<file path="config.mk">
export PLATFORM = sky130hd
export DESIGN_NAME = dmem_arbiter
export DESIGN_NICKNAME = d
export VERILOG_FILES = /design/src/rtl/dmem_arb_pkg.sv /design/src/rtl/dmem_arb_rr.sv /design/src/rtl/dmem_arbiter.sv
export SDC_FILE = /design/constraint.sdc
export NUM_CORES = 1
export LEC_CHECK = 0
export ABC_AREA = 1
export CAP_MARGIN = 0
export CORE_UTILIZATION = 38
export DETAILED_ROUTE_END_ITERATION = 10
export PLACE_DENSITY = 0.83
export REMOVE_ABC_BUFFERS = 1
export SLEW_MARGIN = 10
export SYNTH_ARGS = -nofsm -noshare
export SYNTH_HDL_FRONTEND = slang
export SYNTH_HIERARCHICAL = 1
export SYNTH_SLANG_ARGS = --single-unit
</file>
<file path="constraint.sdc">
create_clock -name clk -period 4.5 [get_ports clk]
set_input_delay 0.45 -clock clk [delete_from_list [all_inputs] [get_ports clk]]
set_output_delay 0.45 -clock clk [all_outputs]
set_load 0.01 [all_outputs]
</file>
<file path="src/rtl/dmem_arb_pkg.sv">
// ============================================================================
//  Module   : dmem_arb_pkg
//  Brief    : Shared types and constants for the data-memory arbiter.
//  Revision : 1.0 - initial release
// ============================================================================
`default_nettype none

package dmem_arb_pkg;

    localparam int NUM_PORTS = 2;
    localparam int ADDR_W    = 9;
    localparam int DATA_W    = 32;

    // ARB: both ports compete; LOCKp: only port p may be granted
    typedef enum logic [1:0] {
        ARB   = 2'd0,
        LOCK0 = 2'd1,
        LOCK1 = 2'd2
    } arb_state_t;

    // One memory command as issued by a requester
    typedef struct packed {
        logic              we;
        logic [ADDR_W-1:0] addr;
        logic [DATA_W-1:0] wdata;
    } mem_cmd_t;

endpackage

`default_nettype wire

</file>
<file path="src/rtl/dmem_arb_rr.sv">
// ============================================================================
//  Module   : dmem_arb_rr
//  Brief    : Two-way grant logic. Round-robin pointer by default; when
//             DMEM_ARB_FIXED_PRIO_EN is defined the pointer is removed and
//             port 0 always wins simultaneous requests.
//  Revision : 1.0 - initial release
// ============================================================================
`default_nettype none

module dmem_arb_rr
    import dmem_arb_pkg::*;
(
    input  logic                 clk,
    input  logic                 reset,       // asynchronous, active-low
    input  logic [NUM_PORTS-1:0] i_req,
    input  logic [NUM_PORTS-1:0] i_allow,     // ports eligible this cycle
    input  logic                 i_force_upd, // forced lock release this cycle
    input  logic                 i_force_ptr, // pointer value on forced release
    output logic [NUM_PORTS-1:0] o_gnt
);

    logic [NUM_PORTS-1:0] w_req;

    assign w_req = i_req & i_allow;

`ifdef DMEM_ARB_FIXED_PRIO_EN

    logic w_unused;
    assign w_unused = &{1'b0, clk, reset, i_force_upd, i_force_ptr};

    // Fixed priority: port 0 beats port 1
    always_comb begin
        o_gnt = '0;
        if (w_req[0]) begin
            o_gnt = 2'b01;
        end else if (w_req[1]) begin
            o_gnt = 2'b10;
        end
    end

`else

    logic r_ptr; // 0: port 0 preferred, 1: port 1 preferred

    // Round-robin grant: single requester always wins, ties go to the pointer
    always_comb begin
        o_gnt = '0;
        case (w_req)
            2'b01:   o_gnt = 2'b01;
            2'b10:   o_gnt = 2'b10;
            2'b11:   o_gnt = r_ptr ? 2'b10 : 2'b01;
            default: o_gnt = '0;
        endcase
    end

    // Pointer moves to the port that was not granted (or as forced)
    always_ff @(posedge clk or negedge reset) begin
        if (!reset) begin
            r_ptr <= 1'b0;
        end else if (i_force_upd) begin
            r_ptr <= i_force_ptr;
        end else if (|o_gnt) begin
            r_ptr <= o_gnt[0];
        end
    end

`endif

endmodule

`default_nettype wire

</file>
<file path="src/rtl/dmem_arbiter.sv">
// ============================================================================
//  Module   : dmem_arbiter
//  Brief    : Shares one data memory between the load/store unit (port 0)
//             and the debug/DMA loader (port 1). One access per cycle,
//             registered command bus, read data routed back two cycles after
//             the grant, bounded bus lock for read-modify-write.
//             Optional macro DMEM_ARB_FIXED_PRIO_EN selects fixed priority.
//  Revision : 1.0 - initial release
// ============================================================================
`default_nettype none

module dmem_arbiter #(
    parameter int ADDR_W   = dmem_arb_pkg::ADDR_W,
    parameter int DATA_W   = dmem_arb_pkg::DATA_W,
    parameter int LOCK_MAX = 16
) (
    input  logic              clk,
    input  logic              reset,      // asynchronous, active-low
    input  logic [1:0]        req_i,
    input  logic [1:0]        we_i,
    input  logic [1:0]        lock_i,
    input  logic [ADDR_W-1:0] addr0_i,
    input  logic [ADDR_W-1:0] addr1_i,
    input  logic [DATA_W-1:0] wdata0_i,
    input  logic [DATA_W-1:0] wdata1_i,
    output logic [1:0]        gnt_o,
    output logic [1:0]        rvalid_o,
    output logic [DATA_W-1:0] rdata_o,
    output logic              lock_err_o,
    output logic              wr,
    output logic              rd,
    output logic [ADDR_W-1:0] addr,
    output logic [DATA_W-1:0] wr_data,
    input  logic [DATA_W-1:0] rd_data
);

    import dmem_arb_pkg::*;

    localparam int                 c_CNT_W     = (LOCK_MAX > 1) ? $clog2(LOCK_MAX) : 1;
    localparam logic [c_CNT_W-1:0] c_LOCK_LAST = c_CNT_W'(LOCK_MAX - 1);

    arb_state_t           r_state, w_state_nxt;
    logic [c_CNT_W-1:0]   r_lock_cnt, w_lock_cnt_nxt;
    logic                 w_force_rel;
    logic                 w_force_ptr;
    logic [NUM_PORTS-1:0] w_allow;
    logic [NUM_PORTS-1:0] w_gnt;

    logic                 w_sel;
    logic                 w_sel_we;
    logic [ADDR_W-1:0]    w_sel_addr;
    logic [DATA_W-1:0]    w_sel_wdata;

    logic                 r_wr, r_rd, r_rd_port;
    logic [ADDR_W-1:0]    r_addr;
    logic [DATA_W-1:0]    r_wdata;
    logic [1:0]           r_rvalid;
    logic                 r_lock_err;

    // Eligible ports: none in reset, only the owner while locked
    assign w_allow = !reset            ? 2'b00 :
                     (r_state == LOCK0) ? 2'b01 :
                     (r_state == LOCK1) ? 2'b10 : 2'b11;

    dmem_arb_rr u_rr (
        .clk         (clk),
        .reset       (reset),
        .i_req       (req_i),
        .i_allow     (w_allow),
        .i_force_upd (w_force_rel),
        .i_force_ptr (w_force_ptr),
        .o_gnt       (w_gnt)
    );

    assign gnt_o = w_gnt;

    // Winning port's command
    assign w_sel       = w_gnt[1];
    assign w_sel_we    = w_sel ? we_i[1]  : we_i[0];
    assign w_sel_addr  = w_sel ? addr1_i  : addr0_i;
    assign w_sel_wdata = w_sel ? wdata1_i : wdata0_i;

    // Lock FSM next state, lock counter and forced-release detection
    always_comb begin
        w_state_nxt    = r_state;
        w_lock_cnt_nxt = r_lock_cnt;
        w_force_rel    = 1'b0;
        w_force_ptr    = 1'b0;
        case (r_state)
            ARB: begin
                w_lock_cnt_nxt = '0;
                if (w_gnt[0] && lock_i[0]) begin
                    w_state_nxt = LOCK0;
                end else if (w_gnt[1] && lock_i[1]) begin
                    w_state_nxt = LOCK1;
                end
            end
            LOCK0: begin
                w_lock_cnt_nxt = r_lock_cnt + 1'b1;
                if (r_lock_cnt == c_LOCK_LAST) begin
                    w_state_nxt    = ARB;
                    w_lock_cnt_nxt = '0;
                    w_force_rel    = 1'b1;
                    w_force_ptr    = 1'b1;
                end else if (!lock_i[0] && (w_gnt[0] || !req_i[0])) begin
                    w_state_nxt    = ARB;
                    w_lock_cnt_nxt = '0;
                end
            end
            LOCK1: begin
                w_lock_cnt_nxt = r_lock_cnt + 1'b1;
                if (r_lock_cnt == c_LOCK_LAST) begin
                    w_state_nxt    = ARB;
                    w_lock_cnt_nxt = '0;
                    w_force_rel    = 1'b1;
                    w_force_ptr    = 1'b0;
                end else if (!lock_i[1] && (w_gnt[1] || !req_i[1])) begin
                    w_state_nxt    = ARB;
                    w_lock_cnt_nxt = '0;
                end
            end
            default: begin
                w_state_nxt    = ARB;
                w_lock_cnt_nxt = '0;
            end
        endcase
    end

    // Lock FSM state, counter and sticky error
    always_ff @(posedge clk or negedge reset) begin
        if (!reset) begin
            r_state    <= ARB;
            r_lock_cnt <= '0;
            r_lock_err <= 1'b0;
        end else begin
            r_state    <= w_state_nxt;
            r_lock_cnt <= w_lock_cnt_nxt;
            r_lock_err <= r_lock_err | w_force_rel;
        end
    end

    // Register the granted command onto the memory bus for one cycle
    always_ff @(posedge clk or negedge reset) begin
        if (!reset) begin
            r_wr      <= 1'b0;
            r_rd      <= 1'b0;
            r_rd_port <= 1'b0;
            r_addr    <= '0;
            r_wdata   <= '0;
        end else begin
            r_wr <= (|w_gnt) &  w_sel_we;
            r_rd <= (|w_gnt) & ~w_sel_we;
            if (|w_gnt) begin
                r_rd_port <= w_sel;
                r_addr    <= w_sel_addr;
                r_wdata   <= w_sel_wdata;
            end
        end
    end

    // Read-return pipeline: memory data arrives the cycle after rd
    always_ff @(posedge clk or negedge reset) begin
        if (!reset) begin
            r_rvalid <= 2'b00;
        end else begin
            r_rvalid <= r_rd ? (r_rd_port ? 2'b10 : 2'b01) : 2'b00;
        end
    end

    assign wr         = r_wr;
    assign rd         = r_rd;
    assign addr       = r_addr;
    assign wr_data    = r_wdata;
    assign rvalid_o   = r_rvalid;
    assign rdata_o    = (|r_rvalid) ? rd_data : '0;
    assign lock_err_o = r_lock_err;

endmodule

`default_nettype wire

</file>
Yosys cells after proc, flatten, opt, wreduce, memory -nomap -nowiden
Index checks and enable logic that the tools add are counted.
W data, S select, Z words.
{"block": "word_totals", "wordCells": 69, "ff_bits": 54}
{"block": "classes", "reduce_logical": 16, "n_mux": 28, "bitwise": 5, "n_addsub": 1, "eq_ne": 9}
{"op": "$mux W32", "n": 2}
{"op": "$mux W2", "n": 11}
{"op": "$mux W4", "n": 4}
{"op": "$pmux W2 S3", "n": 2}
{"op": "$mux W9", "n": 1}
{"op": "$pmux W4 S2", "n": 1}
{"op": "$mux W1", "n": 7}
{"op": "$eq A2 B2 Y1 const B", "n": 3}
{"op": "$ne A3 B1 Y1 const B", "n": 2}
{"op": "$reduce_or A2 Y1", "n": 3}
{"op": "$add A4 B1 Y4 const B", "n": 1}
{"op": "$eq A2 B1 Y1 const B", "n": 2}
{"op": "$eq A4 B4 Y1 const B", "n": 1}
{"op": "$logic_and A1 B1 Y1", "n": 4}
{"op": "$logic_not A1 Y1", "n": 4}
{"op": "$ne A3 B3 Y1 const B", "n": 1}
{"op": "$reduce_and A3 Y1", "n": 1}
{"op": "$and A1 B1 Y1", "n": 2}
{"op": "$and A2 B2 Y2", "n": 1}
{"op": "$logic_not A2 Y1", "n": 1}
{"op": "$logic_or A1 B1 Y1", "n": 2}
{"op": "$reduce_bool A2 Y1", "n": 1}
{"op": "$not A1 Y1", "n": 1}
{"op": "$or A1 B1 Y1", "n": 1}

Longest topological paths before layout
Gate-level depths: netlist of the first run.
{"block": "depth", "word_depth": 12, "ltp_mapped": 15, "ltp_nobuf": 14}

Hierarchy
The synthesis of the first run kept the hierarchy.
{"mod": "dmem_arbiter", "n_inst": 1, "area_each_um2": 2767.7, "cells_per_inst": 367}
{"mod": "dmem_arb_rr", "n_inst": 1, "area_each_um2": 81.3, "cells_per_inst": 13}

Worst setup path after synthesis of the first run
No wires, ideal clock.
{"block": "synth_timing", "path_type": "flip-flop to flip-flop", "start": "reg r_state[1]", "end": "reg r_wdata[10] (netlist: wr_data[10])", "setup_time_ps": 125, "stages_incl_launch_ff": 13, "required_time_ps": 4375, "t_arrival_ps": 1707, "setup_slack_ps": 2668, "period_less_slack_ps": 1832, "path_buffers": 2, "cell_sequence": "dfrtp_1 -> inv_1 -> ha_1 -> nor2_1 -> nand2_1 -> a31oi_1 -> buf_6 -> inv_4 -> nand2_2 -> inv_2 -> buf_4 -> nand2_1 -> nand3_1"}
{"block": "synth_between", "elab_cells_between_ends": 12, "cone_classes": "eq/ne: 5; mux: 5; bitwise: 1; reduce/logical: 1"}
{"element": "start, declared", "line": "dmem_arbiter.sv:42", "source": "arb_state_t r_state, w_state_nxt;"}
{"element": "start signal, assigned", "line": "dmem_arbiter.sv:136", "source": "r_state <= w_state_nxt;"}
{"element": "$eq A2 B1 Y1 *", "line": "dmem_arbiter.sv:62", "source": "(r_state == LOCK0) ? 2'b01 :"}
{"element": "$mux W2 *", "line": "dmem_arbiter.sv:62"}
{"element": "$mux W2 *", "line": "dmem_arbiter.sv:61", "source": "assign w_allow = !reset ? 2'b00 :"}
{"element": "named net w_allow[1]", "line": "dmem_arbiter.sv:46", "source": "logic [NUM_PORTS-1:0] w_allow;"}
{"element": "$and A2 B2 Y2 *", "line": "dmem_arb_rr.sv:24", "source": "assign w_req = i_req & i_allow;"}
{"element": "$eq A2 B2 Y1 / $eq A2 B1 Y1 (equally long branches)", "line": "dmem_arb_rr.sv:48", "source": "case (w_req)"}
{"element": "$pmux W2 S3 *", "line": "dmem_arb_rr.sv:48"}
{"element": "named net gnt_o[1]", "line": "dmem_arbiter.sv:26", "source": "output logic [1:0] gnt_o,"}
{"element": "$mux W32 / $reduce_or A2 Y1 (equally long branches)", "line": "dmem_arbiter.sv:81, dmem_arbiter.sv:153"}
{"element": "end signal, assigned", "line": "dmem_arbiter.sv:156", "source": "r_wdata <= w_sel_wdata;"}
{"element": "end, declared", "line": "dmem_arbiter.sv:56", "source": "logic [DATA_W-1:0] r_wdata;"}
Mark *: on every way through the listed nets, which the timed path passes. The rest lies on a longest branch.
A chain may end at the register's enable or synchronous reset.

Worst setup path in the final report of the first run
{"block": "layout_timing", "start": "reg r_state[0]", "end": "out gnt_o[0]"}
{"block": "layout_between", "elab_chain_len": 7, "elab_cells_between_ends": 10, "cone_classes": "eq/ne: 5; mux: 4; bitwise: 1"}
{"element": "$eq A2 B2 Y1", "line": "dmem_arbiter.sv:63", "source": "(r_state == LOCK1) ? 2'b10 : 2'b11;"}
{"element": "$mux W1", "line": "dmem_arbiter.sv:63"}
{"element": "$mux W2 *", "line": "dmem_arbiter.sv:62"}
{"element": "$mux W2 *", "line": "dmem_arbiter.sv:61"}
{"element": "named net w_allow[0]", "line": "dmem_arbiter.sv:46"}
{"element": "$and A2 B2 Y2 *", "line": "dmem_arb_rr.sv:24"}
{"element": "$eq A2 B2 Y1 / $eq A2 B1 Y1 (equally long branches)", "line": "dmem_arb_rr.sv:48"}
{"element": "$pmux W2 S3 *", "line": "dmem_arb_rr.sv:48"}
{"element": "end, declared", "line": "dmem_arbiter.sv:26"}
Marked as above.

==> metrics.txt, run 1 <==
Initial DRC Count=136; I/O pin cnt=between 200 and 250; final setup vio count=0; CP Data Arrival Time=2.68 ns; WS Path Type=flop to output pin; H-tree depth=2; reg-to-reg slack, setup=between 1.5 and 2 ns; Starting Density=0.393; top-count cell post-synth=nand2_1; post-synthesis cell type count=26; post-layout min period=approximately 3.1 ns; placed cell area=4900 um2; total gr overflow=0; Post-synth top flop=dfrtp_1; Worst Hold Class=input port to async pin; setup TNS=0 ns; Core Area=approximately 7300 um2; Post-synth EDFFs=0; Least-Margin Pin Slew=1.10 ns; reg2reg start=r_state[1]; Seq/Total Area, Yosys=0.474; CP Data Required Time=4.05 ns; initial antenna violation count=0; nets@finish=between 600 and 700; max_cap viols=0; GRT met1 Usage=0.247; skew final=0.00628 ns; fraction of layout cells with a size suffix above 1=0.0490; Period Utilization, post-route=0.695; CTS Buffer Depth=2; Final GP Congestion=between 0.8 and 0.9; vias in the first global route=roughly 2,900; Lkg Pwr=between 2 and 2.5 nW; Port Buf Inserts=~200; area of the die=approximately 8000 um2; Die Wd=around 89 um; Clk Latency, worst-skew pair=~0.3 ns; crit path capture type=output pin; DRC viols=0; GR Util met3=0.0672; largest area contributor in the netlist=dfrtp_1; die height=between 80 and 90 um; Combinational Power Share=0.524; via count=3,200; CTS tree=yes; Clk pwr share=0.124; switching pwr=roughly 0.84 mW; Worst Setup EP=gnt_o[0]; first-pass GRT wire length=13,200 um; Root Driver=clkbuf_8; Cell Int Power=approximately 1.4 mW; power consumption=between 2 and 2.5 mW; dpl hpwl=approximately 7000 um; postcts setup bufs=0; Rel. slew slack=0.264; post-CTS sizing=0; Critical Path Fanout Max=22; status=complete, no violations; Yosys Warn Count=6; FMAX=between 300 and 400 MHz; sequential group share of total power=0.352; RSZ-0062 raised after global routing=false; Reg clk slew, reported paths=0.10 ns; post-route insts no fill=670; reg2reg path depth=10; final instance area=4990 um2; ranking of synthesized cells by area=dfrtp_1 47%, nand3_1 16%, nand2_1 13%, inv_1 6.2%, nor2_1 5.3%; total wire length=9100 um; Max VDD drop=~0.23 mV; startpoint types=flop; vias per cell=about 4.8; Synth Cell Area=between 2000 and 3000 um2; top cells by count, synth=98 x nand2_1, 89 x nand3_1, 54 x dfrtp_1; fillers=around 600; Pre-antenna DRT Iters=4; Sw Ratio=0.372; antenna diode count=0; top cell type's share of synthesized area=0.474; Final Hold Vio Count=0; met2 GRT Util=0.403; Most Used Layer, Global Route=met2; TritonCTS Buffers=5; clock sink count=between 50 and 60; Slew Viols, Final=0; Synth async-reset ratio=1.00; placed cell count=662; DR WL/cell=roughly 14 um; Mean Syn Cell Area=7.50 um2; Seq cells post-synth=54; row count=31; CP startpoint=r_state[0]; largest net degree at the start of global routing=55; Hold-fix buffers, CTS=0; r2r endpoint=wr_data[22]; cell count after synthesis=380; P&R area growth vs syn=75.1%; total track usage=0.222; Antenna Violating Nets Remaining=0; PwrDens=about 460 nW/um2
power groups by stage:
| stage | Sequential (mW) | Combinational (mW) | Clock (mW) |
|---|---|---|---|
| after global routing | 0.826 | 1.30 | 0.311 |
| after detailed placement | 0.807 | 1.20 | 0 |
| after floorplan | 0.878 | 0.419 | 0 |
| after CTS | 0.800 | 1.20 | 0.289 |
| after global placement | 0.796 | 1.17 | 0 |
| final | 0.800 | 1.19 | 0.281 |
layer usage:
metal	routed length [um]	part of all wire
met5	0	0
met4	147	0.016
met3	868	0.095
met2	4770	0.52
met1	3310	0.36
kinds of logic (layout without fill, tap and decap cells):
group           after synthesis  in the layout  synth area share
compound gates                7              7            0.0149
flops                        54             54             0.474
xor+xnor                      1              1           0.00307
fa+ha+maj                     5              5            0.0220
simple gates                241            241             0.374
buf+inv                      72            263             0.112
registers in the layout (all words and copies together), names as in the netlist:
register / cells
addr: 9
rd: 1
wr_data: 32
r_state: 2
wr: 1
u_rr/r_ptr: 1
lock_err_o: 1
r_rd_port: 1
r_lock_cnt: 4
rvalid_o: 2
worst max-delay path, cell delays in order (launching register included):
cell and delay (ns):
dfrtp_1 0.39, inv_1 0.09, ha_1 0.20, nor2_1 0.27, o211ai_1 0.14, inv_1 0.60, clkdlybuf4s50_1 0.68
final cells by class:
cell class	instances	area [um2]	share of cell area
Clock buffer	7	86.3	0.0173
Clock inverter	1	5.00	0.00100
Inverter	51	196	0.0394
Multi-Input combinational cell	254	1200	0.240
Sequential cell	54	1350	0.271
Tap cell	99	124	0.0248
Timing Repair Buffer	204	2030	0.407
placed cells by master, fill, tap and decap left out:
master,count
nand4_1,1
ha_1,5
inv_4,2
nand2_4,1
xor2_1,1
a31oi_4,1
or2_2,1
nor3_1,1
nand2_2,5
inv_2,2
nor2_1,39
nor2_2,1
nand3_1,89
or2_0,1
a21oi_1,3
clkbuf_8,6
inv_1,47
o21ai_0,1
or2_1,1
buf_4,3
clkdlybuf4s50_1,200
clkbuf_1,1
buf_2,1
dfrtp_1,54
nor3_2,3
o211ai_1,1
clkinv_2,1
nand2_1,98
o21ai_2,1
metrics by stage:
| stage | hold WS (ns) | setup WS (ns) | utilization |
|---|---|---|---|
| 2_1_floorplan | 0.154 | 0.599 | - |
| 3_3_place_gp | 0.442 | 1.64 | 0.675 |
| 3_5_place_dp | 0.457 | 1.63 | 0.675 |
| 4_1_cts | 0.329 | 1.39 | 0.688 |
| 5_1_grt | 0.353 | 1.17 | 0.688 |
| 6_report | 0.303 | 1.37 | 0.688 |
worst min-delay path by stage:
stage                    from          end  slack, ns  depth (start not counted)
floorplan               reset      addr[0]       0.15                          0
global placement    r_rd_port  rvalid_o[0]       0.44                          1
detailed placement  r_rd_port  rvalid_o[0]       0.46                          1
CTS                     reset  wr_data[25]       0.33                          2
global route            reset   lock_err_o       0.35                          2
finish                  reset  wr_data[25]       0.30                          2
No activity file was read; power rests on OpenSTA's default activity.
==> run 2, diff against run 1 <==
--- a/config.mk
+++ b/config.mk
@@ -7,9 +7,9 @@
 export LEC_CHECK = 0
 export ABC_AREA = 1
 export CAP_MARGIN = 0
-export CORE_UTILIZATION = 38
+export CORE_UTILIZATION = 32
 export DETAILED_ROUTE_END_ITERATION = 10
-export PLACE_DENSITY = 0.83
+export PLACE_DENSITY = 0.74
 export REMOVE_ABC_BUFFERS = 1
 export SLEW_MARGIN = 10
 export SYNTH_ARGS = -nofsm -noshare
==> constraint.sdc (replaced) <==
create_clock -name clk -period 2.8 [get_ports clk]
set_input_delay 0.28 -clock clk [delete_from_list [all_inputs] [get_ports clk]]
set_output_delay 0.28 -clock clk [all_outputs]
set_load 0.01 [all_outputs]
==> run 2 against run 1 <==
Effect of this change: clock power grew 83%; global-route usage shrank 3.7 points; die area grew 18%; hold slack lost 0.18 ns; highest routed layer unchanged; worst setup slack lost 1.1 ns; utilization shrank 11 points; critical path type unchanged; power grew 63%; register-to-register slack lost 1.2 ns; clock skew grew 0.0012 ns; design area grew 0.98%.
==> metrics.txt, run 2 (synthesized netlist as in run 1, its figures left out) <==
via count=3,150 (-1.6%); total wire length=8970 um (-1.4%); Lkg Pwr=2.34 nW (+0.78%); Clk Latency, worst-skew pair=0.30 ns (about the same); reg2reg start=r_state[1]; crit path capture type=output pin; total gr overflow=0 (unchanged); Rel. slew slack=0.491 (+0.226); vias per cell=4.62 (-3.3%); dpl hpwl=6840 um (-1.8%); Die Wd=96.4 um (+8.8%); Initial DRC Count=148 (+8.8%); die height=96.4 um (+8.8%); final core utilization=0.581 (-0.107); startpoint types=flop; TritonCTS Buffers=5 (unchanged); total track usage=0.185 (-0.0369); antenna diode count=0 (unchanged); Critical Path Fanout Max=7 (-68%); post-CTS sizing=0 (unchanged); vias in the first global route=2,897 (+1.0%); Worst Hold Class=input port to async pin; post-route insts no fill=682 (+1.8%); I/O pin cnt=202 (unchanged); DR WL/cell=13.2 um (-3.1%); final setup vio count=0 (unchanged); RSZ-0062 raised after global routing=false; initial antenna violation count=0 (unchanged); first-pass GRT wire length=13,100 um (-1.3%); WS Path Type=flop to output pin; CTS tree=yes; H-tree depth=2 (unchanged); Starting Density=0.328 (-0.0645); largest net degree at the start of global routing=55 (unchanged); power consumption=3.70 mW (+63%); clock sink count=54 (unchanged); Final GP Congestion=0.793 (-0.92%); reg-to-reg slack, setup=0.51 ns (-1.22 ns); commonest non-fill, non-tap cell in the layout=clkdlybuf4s50_1; commonest non-fill, non-tap cells in the layout=200 x clkdlybuf4s50_1, 98 x nand2_1, 89 x nand3_1; postcts setup bufs=0 (unchanged); placed cell count=674 (+1.8%); post-layout min period=2.54 ns; max_cap viols=0 (unchanged); Final Hold Vio Count=0 (unchanged); Reg clk slew, reported paths=0.09 ns (about the same); Max VDD drop=0.417 mV (+85%); r2r endpoint=wr_data[13]; max reg flops=32 (unchanged); setup TNS=0 ns (unchanged); Period Utilization, post-route=0.909; row count=34 (+9.7%); DRC viols=0 (unchanged); P&R area growth vs syn=76.9%; skew final=0.00747 ns (+0.00119 ns); nets@finish=700 (+0.43%); reg2reg path depth=11 (+1); Core Area=8680 um2 (+20%); Root Driver=clkbuf_8; Port Buf Inserts=201 (unchanged); CP Data Required Time=2.52 ns (-1.53 ns); area of the die=9280 um2 (+18%); CTS Buffer Depth=2 (unchanged); Least-Margin Pin Slew=0.764 ns (-0.338 ns); Pre-antenna DRT Iters=4 (unchanged); status=complete, no violations; Slew Viols, Final=0 (unchanged); fraction of layout cells with a size suffix above 1=0.0523 (+0.00323); Antenna Violating Nets Remaining=0 (unchanged); Hold-fix buffers, CTS=0 (unchanged); CP Data Arrival Time=2.26 ns (-0.42 ns); FMAX=a little under 400 MHz; PwrDens=735 nW/um2 (+61%)
-- run 2: cell count changes in the layout (fill, tap and decap cells not counted) --
cell       before  now
clkbuf_8        6    5
buf_4           3    6
clkinv_2        1    0
clkbuf_1        1    2
bufinv_16       0    1
-- run 2: worst max-delay path, stage by stage (launching register included) --
cell and delay [ns]:
dfrtp_1 0.38, inv_1 0.08, ha_1 0.20, nor2_1 0.26
o211ai_1 0.14, inv_1 0.24, clkdlybuf4s50_1 0.67
-- run 2: worst max path at each step --
stage | startpoint | end | slack (ns)
final | r_state[0] | gnt_o[0] | 0.26
after global routing | r_state[1] | gnt_o[0] | 0.12
after CTS | r_state[0] | gnt_o[0] | 0.23
after detailed placement | req_i[1] | wr_data[1] | 0.52
after global placement | r_state[1] | addr[2] | 0.56
after floorplan | r_state[0] | addr[6] | -1.10
-- run 2: final cells by class --
class / count / area [um2]
clock buffers: 7 / 76.3
clock inverters: 1 / 30.0
fillers: 778 / 3640
inverters: 51 / 196
multi-input cells: 254 / 1200
flip-flops and latches: 54 / 1350
well taps: 108 / 135
repair buffers: 207 / 2050
-- run 2: per-layer routing --
metal  global-route usage  vias to the layer above  wire length, um
met5                    0                        -                0
met3               0.0427                        7              860
met1                0.196                     1431             3280
li1                     -                     1565                -
met4               0.0417                        0               85
met2                0.365                      147             4750
-- run 2: metrics by stage --
| stage | area [um2] | setup slack, ns | hold slack (ns) |
|---|---|---|---|
| 6_report | 5040 | 0.256 | 0.119 |
| 5_1_grt | 5040 | 0.122 | 0.188 |
| 4_1_cts | 5040 | 0.227 | 0.147 |
| 3_5_place_dp | 4930 | 0.516 | 0.449 |
| 3_3_place_gp | 4930 | 0.562 | 0.450 |
| 2_1_floorplan | 2730 | -1.10 | -0.0156 |
-- run 2: power by group --
part | internal, mW | switching, mW
combinational | 1.00 | 0.898
clock | 0.268 | 0.247
sequential | 1.10 | 0.189
